<file path="src/rtl/branch_pc_unit_pkg.sv">
// ----------------------------------------------------------------------------
// branch_pc_unit_pkg
//   Encodings shared by the PC-sequencing slice.
//   - br_type_t : decoded control-flow type from decode (NONE/BEQ/BNE/JUMP)
//   - state_t   : PC sequencer state (RUN/FLUSH/HALT)
//   - CNT_W     : width of the optional branch statistics counters
// ----------------------------------------------------------------------------
package branch_pc_unit_pkg;

   typedef enum logic [1:0] {
      BR_NONE = 2'b00,
      BR_BEQ  = 2'b01,
      BR_BNE  = 2'b10,
      BR_JUMP = 2'b11
   } br_type_t;

   typedef enum logic [1:0] {
      ST_RUN   = 2'b00,
      ST_FLUSH = 2'b01,
      ST_HALT  = 2'b10
   } state_t;

   localparam int CNT_W = 32;

   // Conditional branches are the only types that consult the comparator.
   function automatic logic is_cond_branch(input br_type_t t);
      return (t == BR_BEQ) || (t == BR_BNE);
   endfunction

endpackage

</file>
<file path="src/rtl/branch_pc_unit_target_gen.sv">
// ----------------------------------------------------------------------------
// branch_target_gen
//   Purely combinational next-PC datapath for branch_pc_unit.
//   Ports:
//     pc          in  WIDTH  current PC
//     br_type     in  2      decoded control-flow type
//     br_offset   in  WIDTH  signed byte offset (already scaled)
//     jump_target in  WIDTH  absolute JUMP destination
//     seq_pc      out WIDTH  pc + INSTR_BYTES
//     redirect_pc out WIDTH  JUMP -> jump_target, otherwise seq_pc + br_offset
//   All sums wrap modulo 2^WIDTH; the offset is already full width so plain
//   addition gives two's-complement sign extension for free.
// ----------------------------------------------------------------------------
module branch_target_gen
   import branch_pc_unit_pkg::*;
#(
   parameter int WIDTH       = 64,
   parameter int INSTR_BYTES = 4
) (
   input  logic [WIDTH-1:0] pc,
   input  br_type_t         br_type,
   input  logic [WIDTH-1:0] br_offset,
   input  logic [WIDTH-1:0] jump_target,
   output logic [WIDTH-1:0] seq_pc,
   output logic [WIDTH-1:0] redirect_pc
);

   localparam logic [WIDTH-1:0] INC = WIDTH'(INSTR_BYTES);

   logic [WIDTH-1:0] branch_pc;

   assign seq_pc      = pc + INC;
   // Branch target is relative to the sequential PC, not to pc itself.
   assign branch_pc   = seq_pc + br_offset;
   assign redirect_pc = (br_type == BR_JUMP) ? jump_target : branch_pc;

endmodule

</file>
<file path="src/rtl/branch_pc_unit.sv">
// ----------------------------------------------------------------------------
// branch_pc_unit
//   Owns the architectural PC. Consumes the comparator result plus decoded
//   branch info, selects sequential / branch / jump next-PC, raises a one-cycle
//   fetch flush on every redirect and supports a sticky halt.
//   Ports:
//     clk, rst_n            clock, asynchronous active-low reset
//     fetch_ready           fetch accepted the instruction at pc this cycle
//     br_valid, br_type     control-flow op present / its type
//     equal, not_equal      comparator outputs
//     br_offset             signed scaled byte offset
//     jump_target           absolute JUMP target
//     halt_req              stop after the current instruction
//     pc                    current PC (registered)
//     flush                 kill the instruction fetched in the redirect shadow
//     halted                core stopped (sticky until reset)
//     cmp_error             1-cycle pulse: equal==not_equal seen on BEQ/BNE
//     taken_cnt/ntaken_cnt  saturating branch statistics
//   Optional feature macro: BRANCH_STATS_EN (adds taken_cnt/ntaken_cnt).
// ----------------------------------------------------------------------------
module branch_pc_unit
   import branch_pc_unit_pkg::*;
#(
   parameter int               WIDTH       = 64,
   parameter logic [WIDTH-1:0] RESET_PC    = '0,
   parameter int               INSTR_BYTES = 4
) (
   input  logic             clk,
   input  logic             rst_n,
   input  logic             fetch_ready,
   input  logic             br_valid,
   input  logic [1:0]       br_type,
   input  logic             equal,
   input  logic             not_equal,
   input  logic [WIDTH-1:0] br_offset,
   input  logic [WIDTH-1:0] jump_target,
   input  logic             halt_req,
   output logic [WIDTH-1:0] pc,
   output logic             flush,
   output logic             halted,
`ifdef BRANCH_STATS_EN
   output logic [CNT_W-1:0] taken_cnt,
   output logic [CNT_W-1:0] ntaken_cnt,
`endif
   output logic             cmp_error
);

   state_t           state_reg, state_next;
   logic [WIDTH-1:0] pc_reg, pc_next;
   logic             flush_reg, flush_next;
   logic             halted_reg, halted_next;
   logic             cmp_error_reg, cmp_error_next;

   br_type_t         br_type_e;
   logic [WIDTH-1:0] seq_pc;
   logic [WIDTH-1:0] redirect_pc;
   logic             cmp_bad;
   logic             taken;
   logic             accept;

   assign br_type_e = br_type_t'(br_type);

   branch_target_gen #(
      .WIDTH       (WIDTH),
      .INSTR_BYTES (INSTR_BYTES)
   ) u_target_gen (
      .pc          (pc_reg),
      .br_type     (br_type_e),
      .br_offset   (br_offset),
      .jump_target (jump_target),
      .seq_pc      (seq_pc),
      .redirect_pc (redirect_pc)
   );

   // A contradictory comparator result on a conditional branch is flagged and
   // the branch falls through rather than guessing a direction.
   assign cmp_bad = br_valid && is_cond_branch(br_type_e) && (equal == not_equal);
   assign taken   = br_valid && !cmp_bad &&
                    ((br_type_e == BR_JUMP) ||
                     ((br_type_e == BR_BEQ) && equal) ||
                     ((br_type_e == BR_BNE) && not_equal));

   // Instruction actually retires through the sequencer this cycle; a halt
   // request wins, so the instruction it rides on does not execute its branch.
   assign accept  = (state_reg == ST_RUN) && fetch_ready && !halt_req;

   always_comb begin
      state_next     = state_reg;
      pc_next        = pc_reg;
      flush_next     = 1'b0;
      halted_next    = halted_reg;
      cmp_error_next = 1'b0;
      case (state_reg)
         ST_RUN: begin
            if (fetch_ready) begin
               if (halt_req) begin
                  state_next  = ST_HALT;
                  halted_next = 1'b1;
               end else if (taken) begin
                  pc_next    = redirect_pc;
                  state_next = ST_FLUSH;
                  flush_next = 1'b1;
               end else begin
                  pc_next        = seq_pc;
                  cmp_error_next = cmp_bad;
               end
            end
         end
         // Single shadow cycle; fetch_ready is deliberately not consulted.
         ST_FLUSH: state_next = ST_RUN;
         ST_HALT: begin
            state_next  = ST_HALT;
            halted_next = 1'b1;
         end
         default: begin
            state_next = ST_RUN;
            pc_next    = RESET_PC;
         end
      endcase
   end

   always_ff @(posedge clk or negedge rst_n) begin
      if (!rst_n) begin
         state_reg     <= ST_RUN;
         pc_reg        <= RESET_PC;
         flush_reg     <= 1'b0;
         halted_reg    <= 1'b0;
         cmp_error_reg <= 1'b0;
      end else begin
         state_reg     <= state_next;
         pc_reg        <= pc_next;
         flush_reg     <= flush_next;
         halted_reg    <= halted_next;
         cmp_error_reg <= cmp_error_next;
      end
   end

   assign pc        = pc_reg;
   assign flush     = flush_reg;
   assign halted    = halted_reg;
   assign cmp_error = cmp_error_reg;

`ifdef BRANCH_STATS_EN
   logic [CNT_W-1:0] taken_cnt_reg;
   logic [CNT_W-1:0] ntaken_cnt_reg;
   logic             taken_inc;
   logic             ntaken_inc;

   // NONE is not a branch and never counts; JUMP can only be taken.
   assign taken_inc  = accept && taken;
   assign ntaken_inc = accept && !taken && is_cond_branch(br_type_e) && br_valid;

   always_ff @(posedge clk or negedge rst_n) begin
      if (!rst_n) begin
         taken_cnt_reg  <= '0;
         ntaken_cnt_reg <= '0;
      end else begin
         if (taken_inc && (taken_cnt_reg != '1))
            taken_cnt_reg <= taken_cnt_reg + 1'b1;
         if (ntaken_inc && (ntaken_cnt_reg != '1))
            ntaken_cnt_reg <= ntaken_cnt_reg + 1'b1;
      end
   end

   assign taken_cnt  = taken_cnt_reg;
   assign ntaken_cnt = ntaken_cnt_reg;
`else
   logic unused_accept;
   assign unused_accept = accept;
`endif

endmodule

</file>
<file path="config.mk">
export PLATFORM = sky130hd
export DESIGN_NAME = branch_pc_unit
export DESIGN_NICKNAME = d
export VERILOG_FILES = /design/src/rtl/branch_pc_unit_pkg.sv /design/src/rtl/branch_pc_unit_target_gen.sv /design/src/rtl/branch_pc_unit.sv
export SDC_FILE = /design/constraint.sdc
export NUM_CORES = 1
export LEC_CHECK = 0
export ABC_AREA = 1
export CORE_ASPECT_RATIO = 1.25
export CORE_UTILIZATION = 45
export DETAILED_ROUTE_END_ITERATION = 8
export GPL_ROUTABILITY_DRIVEN = 1
export PLACE_DENSITY = 0.69
export SETUP_SLACK_MARGIN = 0.4
export SLEW_MARGIN = 20
export SYNTH_ARGS = -nofsm -noshare
export SYNTH_HDL_FRONTEND = slang
export SYNTH_HIERARCHICAL = 1
export SYNTH_SLANG_ARGS = --single-unit
</file>
<file path="constraint.sdc">
create_clock -name clk -period 4.2 [get_ports clk]
set_input_delay 0.84 -clock clk [delete_from_list [all_inputs] [get_ports clk]]
set_output_delay 0.84 -clock clk [all_outputs]
set_load 0.005 [all_outputs]
</file>
==> results of run 1 <==
power groups by stage:
stage / Clock (mW) / Sequential (mW) / Combinational (mW)
after floorplan: 0 / 1.17 / 3.04
after global placement: 0 / 1.21 / 5.22
after detailed placement: 0 / 1.21 / 5.26
after CTS: 0.790 / 1.20 / 5.64
after global routing: 0.813 / 1.25 / 7.13
final: 0.802 / 1.23 / 6.67
layout make-up:
class,instances,area [µm²]
inverter,447,1680
clock buffer,9,225
timing repair buffer,359,3260
tap,340,425
fill,2409,8580
clock inverter,6,63.8
multi-input combinational,1684,10200
sequential,69,1760
metal layers:
layer  vias to the layer above  routed length, µm  track usage
li1                       7572                  -            -
met1                      7366              21000        0.456
met2                       937              27300        0.695
met3                       267               4550       0.0436
met4                         0               5930        0.352
met5                         -                  0            0
cells by family after synthesis:
family / Yosys count / synth area share
buffers and inverters: 502 / 0.165
XOR/XNOR: 87 / 0.0633
AO/OA/AOI/OAI: 140 / 0.0609
flip-flops: 69 / 0.143
adder cells (fa/ha/maj): 73 / 0.0765
AND/OR/NAND/NOR: 1384 / 0.491
worst register-to-register path, cell delays in order (launching register included):
cell	delay, ns
dfrtp_1	0.43
nand2_1	0.14
nor2_4	0.25
inv_2	0.10
nor2_4	0.11
nand4_1	0.12
nor2_2	0.19
buf_4	0.14
nand4_1	0.12
xor2_1	0.20
inv_2	0.15
ha_4	0.24
a21oi_1	0.26
o21ai_0	0.23
nand2_1	0.15
nand3_1	0.13
a21oi_2	0.18
nand3b_1	0.12
nand3_2	0.14
nand2_4	0.08
inv_1	0.06
nand4_1	0.09
nand3_1	0.13
nand2_1	0.05
synthesized netlist by cell type:
library cell and number:
a21o_1 2, a21oi_1 76, and2_1 2, and3_1 1, buf_1 1, buf_2 20, buf_4 7, buf_6 6
clkbuf_1 21, dfrtp_1 69, fa_1 1, ha_1 72, inv_1 447, nand2_1 879, nand2_2 6, nand3_1 159
nand3_2 3, nand3b_1 13, nand4_1 87, nand4_4 2, nor2_1 175, nor2_2 5, nor2_4 7, nor3_1 30
nor3_2 2, nor3_4 2, nor4_1 5, nor4_2 1, o21ai_0 51, o21bai_1 11, or2_1 1, or2_2 4
xnor2_1 49, xor2_1 38
final timing paths:
check / startpoint / to / slack, ns
worst max-delay path: pc[5]$_DFFE_PN0P_ / pc[62]$_DFFE_PN0P_ / 0.28
worst max register to register: pc[5]$_DFFE_PN0P_ / pc[62]$_DFFE_PN0P_ / 0.28
worst min register to register: state_reg[0]$_DFFE_PN0P_ / state_reg[0]$_DFFE_PN0P_ / 0.47
min in group asynchronous: rst_n / halted$_DFFE_PN0P_ / 0.61
worst min-delay path: state_reg[0]$_DFFE_PN0P_ / state_reg[0]$_DFFE_PN0P_ / 0.47
max in group asynchronous: rst_n / pc[32]$_DFFE_PN0P_ / 2.48
timing repair:
| item | in CTS | in global routing |
|---|---|---|
| pin swaps | 32 | 116 |
| setup buffers | 26 | 43 |
| setup endpoints to repair | 44 | 49 |
| resized for setup | 125 | 373 |
==> reports/summary.txt, run 1 <==
classification of the worst-slack hold path: reg2reg
CTS Hold Bufs: 0
crit share post-route: 0.934
Sw Share: 0.544
top cell type's share of synthesized area: 0.274
Synth area leaders: nand2_1, dfrtp_1, inv_1, ha_1, nand3_1
Initial DRC Count: 1647
clock transition at the registers of the reported paths: 0.07 ns
dpl cells: 2830
Pleak: 9.13 nW
cells after synthesis: 2255
Mapped Area: 0.0120 mm²
Die Area: 0.0274 mm²
Syn Area/Cell: 5.34 µm²
clock root buffer: clkbuf_16
Min Hold Slack: 0.467 ns
outcome: finished, final reports clean
VDD IR max: 0.251 mV
share of cells above drive strength 1: 0.234
Worst Reg2Reg Path Length in Cells: 23
slowest stage cell on the critical path: dfrtp_1
sequential cell fraction of total power: 0.141
worst-margin pin slew: 0.893 ns
Critical Path Stages: 23
Clk pwr share: 0.092
final cell count without fillers: 2914
GP Congestion: 1.01
# setup viols final: 0
setup TNS: 0 ns
Num CTS Buffers: 9
Worst-Skew Late Latency: 0.36 ns
Pint: 3.97 mW
largest net degree at the start of global routing: 66
Core Area: 0.0262 mm²
CTS tree: built
Detailed Place HPWL: 44700 µm
fin worst setup slack: 0.279 ns
final wirelength: 58800 µm
worst slack, placed: -0.0729 ns
Die Span Y: 185 µm
critical path type: reg2reg
synthesis-to-finish area growth: 46.3%
switching pwr: 4.73 mW
nature of the critical path startpoint: flip-flop
WHS Path Cells: 2
TritonRoute pass-1 iters: 7
RSZ-0062 raised after global routing: true
vias: 16.1k
drt wl/cell: 20.2 µm
Post-Route Utilization: 0.672
worst clock skew: 0.0102 ns
crit path time final: 3.92 ns
Die Wd: 148 µm
first-pass GRT wire length: 83000 µm
cell family with most CP delay: simple AND/OR/NAND/NOR gates
Max Root-Sink Buffers: 2
Final nets: 2780
flops & latches, synth: 69
worst path required time: 4.45 ns
synth unique cells: 34
maximum capacitance violations: 0
row count: 66
Buf/Inv on CP: 4
I/O Pins: 204
PortBufs: 203
Pwr Total: 8.71 mW
fin area: 0.0176 mm²
Combinational Power Share: 0.766
Slew Limit Fails: 0
WP data arrival: 4.17 ns
Seq/Total Area, Yosys: 0.143
GRT Residual Overflow: 0
CP endpoint kind: flip-flop
vias in the first global route: 14.6k
syn_nets: 2465
pwr/cell area: 495 mW/mm²
H-tree levels: 3
CP Cell Sequence: nand2_1 -> nor2_4 -> inv_2 -> nor2_4 -> nand4_1 -> nor2_2 -> buf_4 -> nand4_1 -> xor2_1 -> inv_2 -> ha_4 -> a21oi_1 -> o21ai_0 -> nand2_1 -> nand3_1 -> a21oi_2 -> nand3b_1 -> nand3_2 -> nand2_4 -> inv_1 -> nand4_1 -> nand3_1 -> nand2_1
DRC viols: 0
commonest non-fill, non-tap cell in the layout: nand2_1
Synthesis Warnings: 6
Final Hold Vio Count: 0
worst-path maximum fanout: 4
initial core utilization: 0.460
antenna violation net count after detailed routing: 0
Yosys top cell by area: nand2_1
Total Routing Usage GR: 0.408
Fmax: 255 MHz
slowest stage delay, CP: 0.43 ns
antenna violations before repair: 1
Placed Area: 0.0149 mm²
post-DR vias/cell: 5.54
Largest register FFs: 64
most frequent cells in the layout: nand2_1, inv_1, clkdlybuf4s50_1, buf_4, nand3_1
clk sinks: 69
n_diodes: 0
Rel. slew slack: 0.405
Note: power is estimated with default switching activity, not from simulation.
==> run 2, diff against run 1 <==
--- a/config.mk
+++ b/config.mk
@@ -10,7 +10,7 @@
 export CORE_UTILIZATION = 45
 export DETAILED_ROUTE_END_ITERATION = 8
 export GPL_ROUTABILITY_DRIVEN = 1
-export PLACE_DENSITY = 0.69
+export PLACE_DENSITY = 0.73
 export SETUP_SLACK_MARGIN = 0.4
 export SLEW_MARGIN = 20
 export SYNTH_ARGS = -nofsm -noshare
==> constraint.sdc (replaced) <==
create_clock -name clk -period 4.34 [get_ports clk]
set_input_delay 0.868 -clock clk [delete_from_list [all_inputs] [get_ports clk]]
set_output_delay 0.868 -clock clk [all_outputs]
set_load 0.005 [all_outputs]
==> run 2 against run 1 <==
Against the previous run: non-clock buffer count is 65 lower; global-route usage is 2.0 points lower; largest cell class unchanged; flip-flop and latch count stayed put; routed wire length is 6.6% lower; count of clock-buffer cells in the layout is 1 higher; critical path depth is 1 higher; highest routed layer is now met5; clock power is 2.7% higher; cell count is 2.2% lower; first-iteration DRC count is 14% lower; sequential power hardly changed; register-to-register slack better by 0.08 ns; sequential share of layout area is 0.47 points higher.
==> reports/summary.txt, run 2 (synthesis results as in run 1) <==
outcome: finished, final reports clean
I/O Pins: 204
grt met1 use: 0.430
classification of the worst-slack hold path: reg2reg
Detailed Place HPWL: 42800 µm
most frequent cells in the layout: nand2_1, inv_1, clkdlybuf4s50_1, nand3_1, nor2_1
maximum capacitance violations: 0
TritonRoute pass-1 iters: 6
crit path time final: 3.98 ns
post-DR vias/cell: 5.48
# setup viols final: 0
Die Area: 0.0274 mm²
CTS Hold Bufs: 0
vias: 15.6k
worst flop-to-flop path startpoint: pc[20]$_DFFE_PN0P_
Fmax: 251 MHz
worst r2r dst: pc[62]$_DFFE_PN0P_
clock transition at the registers of the reported paths: 0.06 ns
worst slack, placed: -0.0171 ns
Slew Limit Fails: 0
Initial DRC Count: 1417
worst path required time: 4.57 ns
worst-margin pin slew: 0.933 ns
slack of the worst reg-to-reg path: 0.36 ns
CTS tree: built
initial core utilization: 0.460
critical path type: reg2reg
commonest non-fill, non-tap cell in the layout: nand2_1
Worst-Skew Late Latency: 0.34 ns
setup TNS: 0 ns
grt met3 use: 0.0527
GRT met2 Usage: 0.638
Post-Route Utilization: 0.640
pwr/cell area: 472 mW/mm²
drt wl/cell: 19.3 µm
row count: 66
VDD IR max: 0.263 mV
nature of the critical path startpoint: flip-flop
RSZ-0062 raised after global routing: true
largest net degree at the start of global routing: 95
Final Hold Vio Count: 0
first-pass GRT wire length: 79600 µm
Num CTS Buffers: 9
Die Span Y: 185 µm
WHS Path Cells: 2
CP endpoint kind: flip-flop
PortBufs: 203
DRC viols: 0
Pleak: 8.77 nW
Setup crit end: pc[62]$_DFFE_PN0P_
fin worst setup slack: 0.361 ns
Die Wd: 148 µm
antenna violation net count after detailed routing: 0
Total Routing Usage GR: 0.388
synthesis-to-finish area growth: 39.3%
H-tree levels: 3
clk sinks: 69
clock root buffer: clkbuf_16
GP Congestion: 1.04
worst clock skew: 0.00938 ns
busiest grt layer: met2
Largest register FFs: 64
vias in the first global route: 14.4k
antenna violations before repair: 1
Rel. slew slack: 0.378
Pwr Total: 7.92 mW
final wirelength: 54900 µm
Final nets: 2715
Core Area: 0.0262 mm²
GRT Residual Overflow: 0
Worst Reg2Reg Path Length in Cells: 24
worst-path maximum fanout: 6
share of cells above drive strength 1: 0.174
Max Root-Sink Buffers: 2
WP data arrival: 4.21 ns
crit share post-route: 0.917
CP startpoint: pc[20]$_DFFE_PN0P_
## run 2: cell types whose count changed in the layout (fill, tap and decap cells not counted), sizes merged
| cell | before | now |
|---|---|---|
| clkinv | 2 | 3 |
| bufinv | 1 | 2 |
| diode | 0 | 1 |
| buf | 158 | 93 |
| clkinvlp | 3 | 1 |
| clkbuf | 9 | 10 |
## run 2: worst min path at each step
| stage | to | slack [ns] | from |
|---|---|---|---|
| finish | halted$_DFFE_PN0P_ | 0.47 | halted$_DFFE_PN0P_ |
| global route | state_reg[0]$_DFFE_PN0P_ | 0.50 | state_reg[0]$_DFFE_PN0P_ |
| CTS | halted$_DFFE_PN0P_ | 0.48 | halted$_DFFE_PN0P_ |
| detailed placement | halted$_DFFE_PN0P_ | 0.46 | halted$_DFFE_PN0P_ |
| global placement | halted$_DFFE_PN0P_ | 0.46 | halted$_DFFE_PN0P_ |
| floorplan | state_reg[0]$_DFFE_PN0P_ | 0.44 | state_reg[0]$_DFFE_PN0P_ |
## run 2: routing by layer
layer  part of all wire  vias to the layer above
met5            0.00016                        -
met2               0.46                      893
met3              0.072                      253
met1               0.36                     7043
li1                   -                     7425
met4               0.10                        2
## run 2: through the flow
step	cell area, µm²	std cells	hold slack (ns)
global placement	14500	2782	0.456
detailed placement	14500	2782	0.459
global route	16800	2850	0.498
CTS	15100	2808	0.478
floorplan	12000	2255	0.442
finish	16800	2851	0.475
## run 2: where the power goes
| part | total, mW | internal, mW | switching (mW) |
|---|---|---|---|
| combinational | 5.85 | 2.27 | 3.58 |
| sequential | 1.24 | 0.859 | 0.383 |
| clock | 0.824 | 0.518 | 0.306 |
| total | 7.92 | 3.65 | 4.27 |
## run 2: repair_timing
| action | CTS | global route |
|---|---|---|
| resized for setup | 54 | 318 |
| hold endpoints to repair | 0 | 0 |
| pin swaps | 3 | 83 |
| buffers inserted | 10 | 42 |
| endpoints found under the setup margin | 33 | 47 |
| gates cloned | 0 | 0 |
## run 2: critical path, cell delays in order (launching register included)
cell and delay, ns:
dfrtp_2 0.42, nand2_1 0.13, nor2_1 0.13, inv_1 0.09
nor3_1 0.33, nand2_2 0.16, nor3_4 0.29, buf_4 0.16
xnor2_1 0.12, inv_2 0.12, ha_4 0.26, nand2_1 0.17
inv_1 0.11, a21oi_4 0.21, nand2_1 0.15, nand2_1 0.09
nand3_1 0.11, a21oi_2 0.16, nand3b_1 0.09, nand3_1 0.11
nand2_1 0.09, inv_1 0.06, nand4_1 0.10, nand3_1 0.14
nand2_1 0.07
## run 2: cell type report
class                           instances  area (µm²)
Antenna cell                            1        2.50
Clock buffer                           10         239
Clock inverter                          6        86.3
Fill cell                            2546        9410
Inverter                              447        1680
Multi-Input combinational cell       1684        9830
Sequential cell                        69        1750
Tap cell                              340         425
Timing Repair Buffer                  294        2750
==> run 3, diff against run 2 <==
--- a/config.mk
+++ b/config.mk
@@ -10,10 +10,8 @@
 export CORE_UTILIZATION = 45
 export DETAILED_ROUTE_END_ITERATION = 8
 export GPL_ROUTABILITY_DRIVEN = 1
-export PLACE_DENSITY = 0.73
-export SETUP_SLACK_MARGIN = 0.4
+export PLACE_DENSITY = 0.72
 export SLEW_MARGIN = 20
 export SYNTH_ARGS = -nofsm -noshare
 export SYNTH_HDL_FRONTEND = slang
-export SYNTH_HIERARCHICAL = 1
 export SYNTH_SLANG_ARGS = --single-unit
==> run 3 against run 2 <==
Against the previous run: flip-flop and latch count is the same; register-to-register slack lost 0.16 ns; sequential power shrank 12%; core utilization shrank 7.1 points; cell count shrank 6.7%; synthesized area shrank 4.1%; via count shrank 8.4%; global-route usage grew 1.9 points; die area shrank 4.0%; count of clock-buffer cells in the layout shrank 1; critical endpoint is now pc[55]$_DFFE_PN0P_.
==> reports/summary.txt, run 3 <==
outcome: finished, final reports clean
worst clock skew: 0.00982 ns
worst flop-to-flop path startpoint: pc[34]$_DFFE_PN0P_
slack of the worst reg-to-reg path: 0.20 ns
critical path type: reg2reg
DRC viols: 0
antenna violation net count after detailed routing: 0
Fmax: 241 MHz
clk sinks: 69
RSZ-0062 raised after global routing: false
PortBufs: 203
largest net degree at the start of global routing: 87
first-pass GRT wire length: 79500 µm
crit path time final: 4.14 ns
Mapped Area: 0.0115 mm²
fraction of registers with async set/reset: 1.00
setup TNS: 0 ns
Num CTS Buffers: 9
fin area: 0.0144 mm²
Yosys top cell by area: nand2_1
classification of the worst-slack hold path: reg2reg
cells after synthesis: 2127
initial core utilization: 0.458
Total Routing Usage GR: 0.407
worst-margin pin slew: 0.889 ns
drt wl/cell: 20.2 µm
Synthesis Warnings: 0
n_diodes: 0
GP Congestion: 1.10
worst path required time: 4.58 ns
Placed Area: 0.0140 mm²
Synth area leaders: nand2_1, dfrtp_1, inv_1, ha_1, nor2_1
pwr/cell area: 395 mW/mm²
GRT Residual Overflow: 0
Post-synth EDFFs: 0
CTS tree: built
Final Hold Vio Count: 0
# fillers: 2649
vias in the first global route: 13.6k
Largest register FFs: 64
worst r2r dst: pc[55]$_DFFE_PN0P_
# setup viols final: 0
post-DR vias/cell: 5.38
Rel. slew slack: 0.407
TritonRoute pass-1 iters: 7
antenna violations before repair: 0
share of cells above drive strength 1: 0.0452
most frequent cells in the layout: nand2_1, inv_1, nor2_1, clkdlybuf4s50_1, a21oi_1
row count: 65
final wirelength: 53700 µm
crit share post-route: 0.954
Die Area: 0.0263 mm²
Die Span Y: 181 µm
VDD IR max: 0.196 mV
commonest non-fill, non-tap cell in the layout: nand2_1
Core Area: 0.0252 mm²
WP data arrival: 4.38 ns
WHS Path Cells: 1
Initial DRC Count: 1154
flops & latches, synth: 69
Pleak: 7.86 nW
syn_nets: 2347
hold_sp: halted$_DFFE_PN0P_
Syn Area/Cell: 5.43 µm²
vias: 14.3k
Max Root-Sink Buffers: 2
Worst Reg2Reg Path Length in Cells: 22
Final nets: 2540
synth unique cells: 49
Pwr Total: 5.67 mW
top cell type's share of synthesized area: 0.263
synthesis-to-finish area growth: 24.3%
Worst-Skew Late Latency: 0.35 ns
most frequent cell after synthesis: nand2_1
maximum capacitance violations: 0
Detailed Place HPWL: 45400 µm
predominant post-synthesis flop cell: dfrtp_1
Seq/Total Area, Yosys: 0.150
synth cell count leaders: nand2_1, inv_1, nor2_1
CP endpoint kind: flip-flop
Hold Crit Endpoint: halted$_DFFE_PN0P_
Slew Limit Fails: 0
nature of the critical path startpoint: flip-flop
worst-path maximum fanout: 6
Die Wd: 145 µm
clock transition at the registers of the reported paths: 0.07 ns
I/O Pins: 204
clock root buffer: clkbuf_16
H-tree levels: 3
==> run 3: power breakdown <==
| group | total (mW) | switching, mW | internal [mW] |
|---|---|---|---|
| combinational | 3.75 | 2.43 | 1.32 |
| clock | 0.834 | 0.328 | 0.507 |
| sequential | 1.09 | 0.287 | 0.803 |
| total | 5.67 | 3.04 | 2.63 |
==> run 3: layout make-up <==
class	count	area, µm²	share of cell area
Timing Repair Buffer	221	2160	0.151
Sequential cell	69	1730	0.120
Tap cell	335	419	0.0292
Multi-Input combinational cell	1643	8310	0.579
Clock buffer	9	225	0.0157
Inverter	376	1410	0.0984
Clock inverter	7	100	0.00698
==> run 3: how the worst max path moves through the flow <==
stage	end	startpoint	slack, ns	cells past startpoint
after CTS	pc[54]$_DFFE_PN0P_	pc[2]$_DFFE_PN0P_	0.21	23
after global routing	pc[55]$_DFFE_PN0P_	pc[37]$_DFFE_PN0P_	0.02	22
after detailed placement	pc[54]$_DFFE_PN0P_	pc[2]$_DFFE_PN0P_	0.24	23
after global placement	pc[55]$_DFFE_PN0P_	pc[37]$_DFFE_PN0P_	0.29	22
final	pc[55]$_DFFE_PN0P_	pc[34]$_DFFE_PN0P_	0.20	22
after floorplan	pc[58]$_DFFE_PN0P_	pc[2]$_DFFE_PN0P_	1.30	22
==> run 3: cells by family (layout without fill, tap and decap cells) <==
kind of cell | count (synthesis) | in the layout | synth area share
AO/OA/AOI/OAI | 257 | 257 | 0.119
XOR/XNOR | 74 | 74 | 0.0594
flip-flops | 69 | 69 | 0.150
adder cells (fa/ha/maj) | 83 | 83 | 0.0906
AND/OR/NAND/NOR | 1229 | 1229 | 0.445
buffers and inverters | 415 | 613 | 0.136
==> run 3: stage by stage <==
stage / hold slack, ns / utilization / cells / setup WS (ns)
floorplan: 0.468 / - / 2127 / 1.30
global placement: 0.478 / 0.554 / 2642 / 0.293
detailed placement: 0.472 / 0.554 / 2642 / 0.237
CTS: 0.493 / 0.567 / 2658 / 0.206
global route: 0.516 / 0.569 / 2660 / 0.0186
finish: 0.483 / 0.569 / 2660 / 0.198
==> run 3: critical path: stages, from the launching register on <==
cell	delay [ns]
dfrtp_1	0.52
nand2_2	0.13
nor2_1	0.14
nand2_1	0.15
nor2_1	0.29
nand3_1	0.28
inv_1	0.14
nand2_1	0.09
xnor2_2	0.21
ha_1	0.42
nand2_1	0.15
nor2_1	0.23
nand2_1	0.15
inv_1	0.08
nand2_1	0.11
nor3_1	0.32
nand2_1	0.15
nand3_1	0.09
nand2_1	0.05
nand3_1	0.07
nand2_1	0.13
nand2_1	0.10
nand2_1	0.05
==> run 3: repair_timing <==
action	4_1_cts	5_1_grt
hold buffers	0	0
setup endpoints to repair	0	9
setup buffers	0	2
resized for setup	0	9
==> run 3: per-layer routing <==
| metal | vias up | global-route usage | routed length [µm] |
|---|---|---|---|
| met1 | 6366 | 0.449 | 19400 |
| li1 | 6960 | - | - |
| met3 | 179 | 0.0540 | 3960 |
| met2 | 796 | 0.697 | 25200 |
| met5 | - | 0 | 0 |
| met4 | 0 | 0.343 | 5200 |
==> RTL edit, RTL diff (config.mk and constraints of run 2) <==
`WIDTH` is set to 64 in 2 places; all go to 32.
--- a/src/rtl/branch_pc_unit_target_gen.sv
+++ b/src/rtl/branch_pc_unit_target_gen.sv
@@ -14,7 +14,7 @@
 module branch_target_gen
    import branch_pc_unit_pkg::*;
 #(
-   parameter int WIDTH       = 64,
+   parameter int WIDTH       = 32,
    parameter int INSTR_BYTES = 4
 ) (
    input  logic [WIDTH-1:0] pc,
--- a/src/rtl/branch_pc_unit.sv
+++ b/src/rtl/branch_pc_unit.sv
@@ -21,7 +21,7 @@
 module branch_pc_unit
    import branch_pc_unit_pkg::*;
 #(
-   parameter int               WIDTH       = 64,
+   parameter int               WIDTH       = 32,
    parameter logic [WIDTH-1:0] RESET_PC    = '0,
    parameter int               INSTR_BYTES = 4
 ) (
Ports: changed (resized br_offset, jump_target and pc); port bits go from 204 to 108. The function was not compared with the original's and may differ.
==> RTL edit against run 2 <==
  * Die area fell by 52%
  * Non-clock buffer count decreased by 182
  * Sequential cell count fell by 32
  * Worst setup slack better by 0.44 ns
  * Power shrank 61%
  * Area after synthesis decreased by 53%
  * Design area decreased by 58%
  * First-iteration DRC count fell by 71%
  * Fmax rose by 12%
  * Synthesized cell count down 55%
  * Routed wire length shrank 66%
  * Critical endpoint is now pc[29]$_DFFE_PN0P_
  * Largest power group unchanged
==> RTL edit: results (changes against run 2) <==
| Metric | Value |
|---|---|
| Outcome | completed |
| Sequential share of cell area | 13.2% (+2.8 points) |
| P_sw | 1.58 mW (-63%) |
| Max IR drop VDD | 0.175 mV (-34%) |
| Routed WL per cell | 14.6 um (-24%) |
| Synth top area cells | nand2_1, dfrtp_1, inv_1 |
| ClkCell Share | 2.25% (+0.31 points) |
| Worst-margin pin slew | 0.881 ns (-0.0516 ns) |
| Register area share after synthesis | 16.3% (+1.9 points) |
| Post-synthesis net count | 1,131 (-54%) |
| Clock Skews | 0.00582 ns (-0.00356 ns) |
| Fin nets | 1,224 (-55%) |
| CP max-delay cell | nor4_1 |
| Initial drt markers | 413 (-71%) |
| Fraction of area in multi-input gates | 55.5% (-3.1 points) |
| TritonCTS Buffers | 5 (-4) |
| Clock Sinks | 37 (-46%) |
| PortBufs | 107 (-47%) |
| Htree depth | 2 (-1) |
| CP Max Fanout | 5 (-1) |
| Clock Power Share | 12.6% (+2.2 points) |
| Layout cell share with drive strength beyond 1 | 3.51% (-14 points) |
| Post-CTS sizing | 0 (-100%) |
| Vias in the first global route | 6,012 (-58%) |
| Largest net degree at the start of global routing | 44 (-54%) |
-- RTL edit: final timing paths --
| path | end | startpoint | slack [ns] | depth (start not counted) |
|---|---|---|---|---|
| max | pc[29]$_DFFE_PN0P_ | pc[3]$_DFFE_PN0P_ | 0.80 | 20 |
| min | halted$_DFFE_PN0P_ | halted$_DFFE_PN0P_ | 0.48 | 1 |
| max reg2reg | pc[29]$_DFFE_PN0P_ | pc[3]$_DFFE_PN0P_ | 0.80 | 20 |
| min reg2reg | halted$_DFFE_PN0P_ | halted$_DFFE_PN0P_ | 0.48 | 1 |
| max in group asynchronous | pc[2]$_DFFE_PN0P_ | rst_n | 3.08 | 1 |
| min in group asynchronous | pc[0]$_DFFE_PN0P_ | rst_n | 0.69 | 1 |
-- RTL edit: metrics by stage --
step | cell area (um^2) | power [mW] | setup WS [ns] | cells
after floorplan | 5690 | 1.98 | 1.42 | 1016
after global placement | 6850 | 2.68 | 0.870 | 1266
after detailed placement | 6850 | 2.70 | 0.816 | 1266
after CTS | 7010 | 3.10 | 0.793 | 1274
after global routing | 7010 | 3.39 | 0.475 | 1274
final | 7010 | 3.10 | 0.796 | 1274
-- RTL edit: logic make-up (layout without fill, tap and decap cells) --
group | after synthesis | in the layout | synth area share (%)
fa+ha+maj | 42 | 42 | 9.37
xor+xnor | 37 | 37 | 5.70
flops | 37 | 37 | 16.3
simple gates | 624 | 624 | 47.9
buf+inv | 219 | 313 | 15.3
compound gates | 57 | 57 | 5.43
-- RTL edit: layer usage --
layer / share of wire, % / vias to the layer above / wire, um / GRT usage, %
met1: 41 / 2947 / 7690 / 34.1
met5: 0 / - / 0 / 0
met2: 48 / 214 / 9010 / 50.6
met3: 4.7 / 47 / 878 / 2.51
li1: - / 3336 / - / -
met4: 5.5 / 0 / 1020 / 14.7
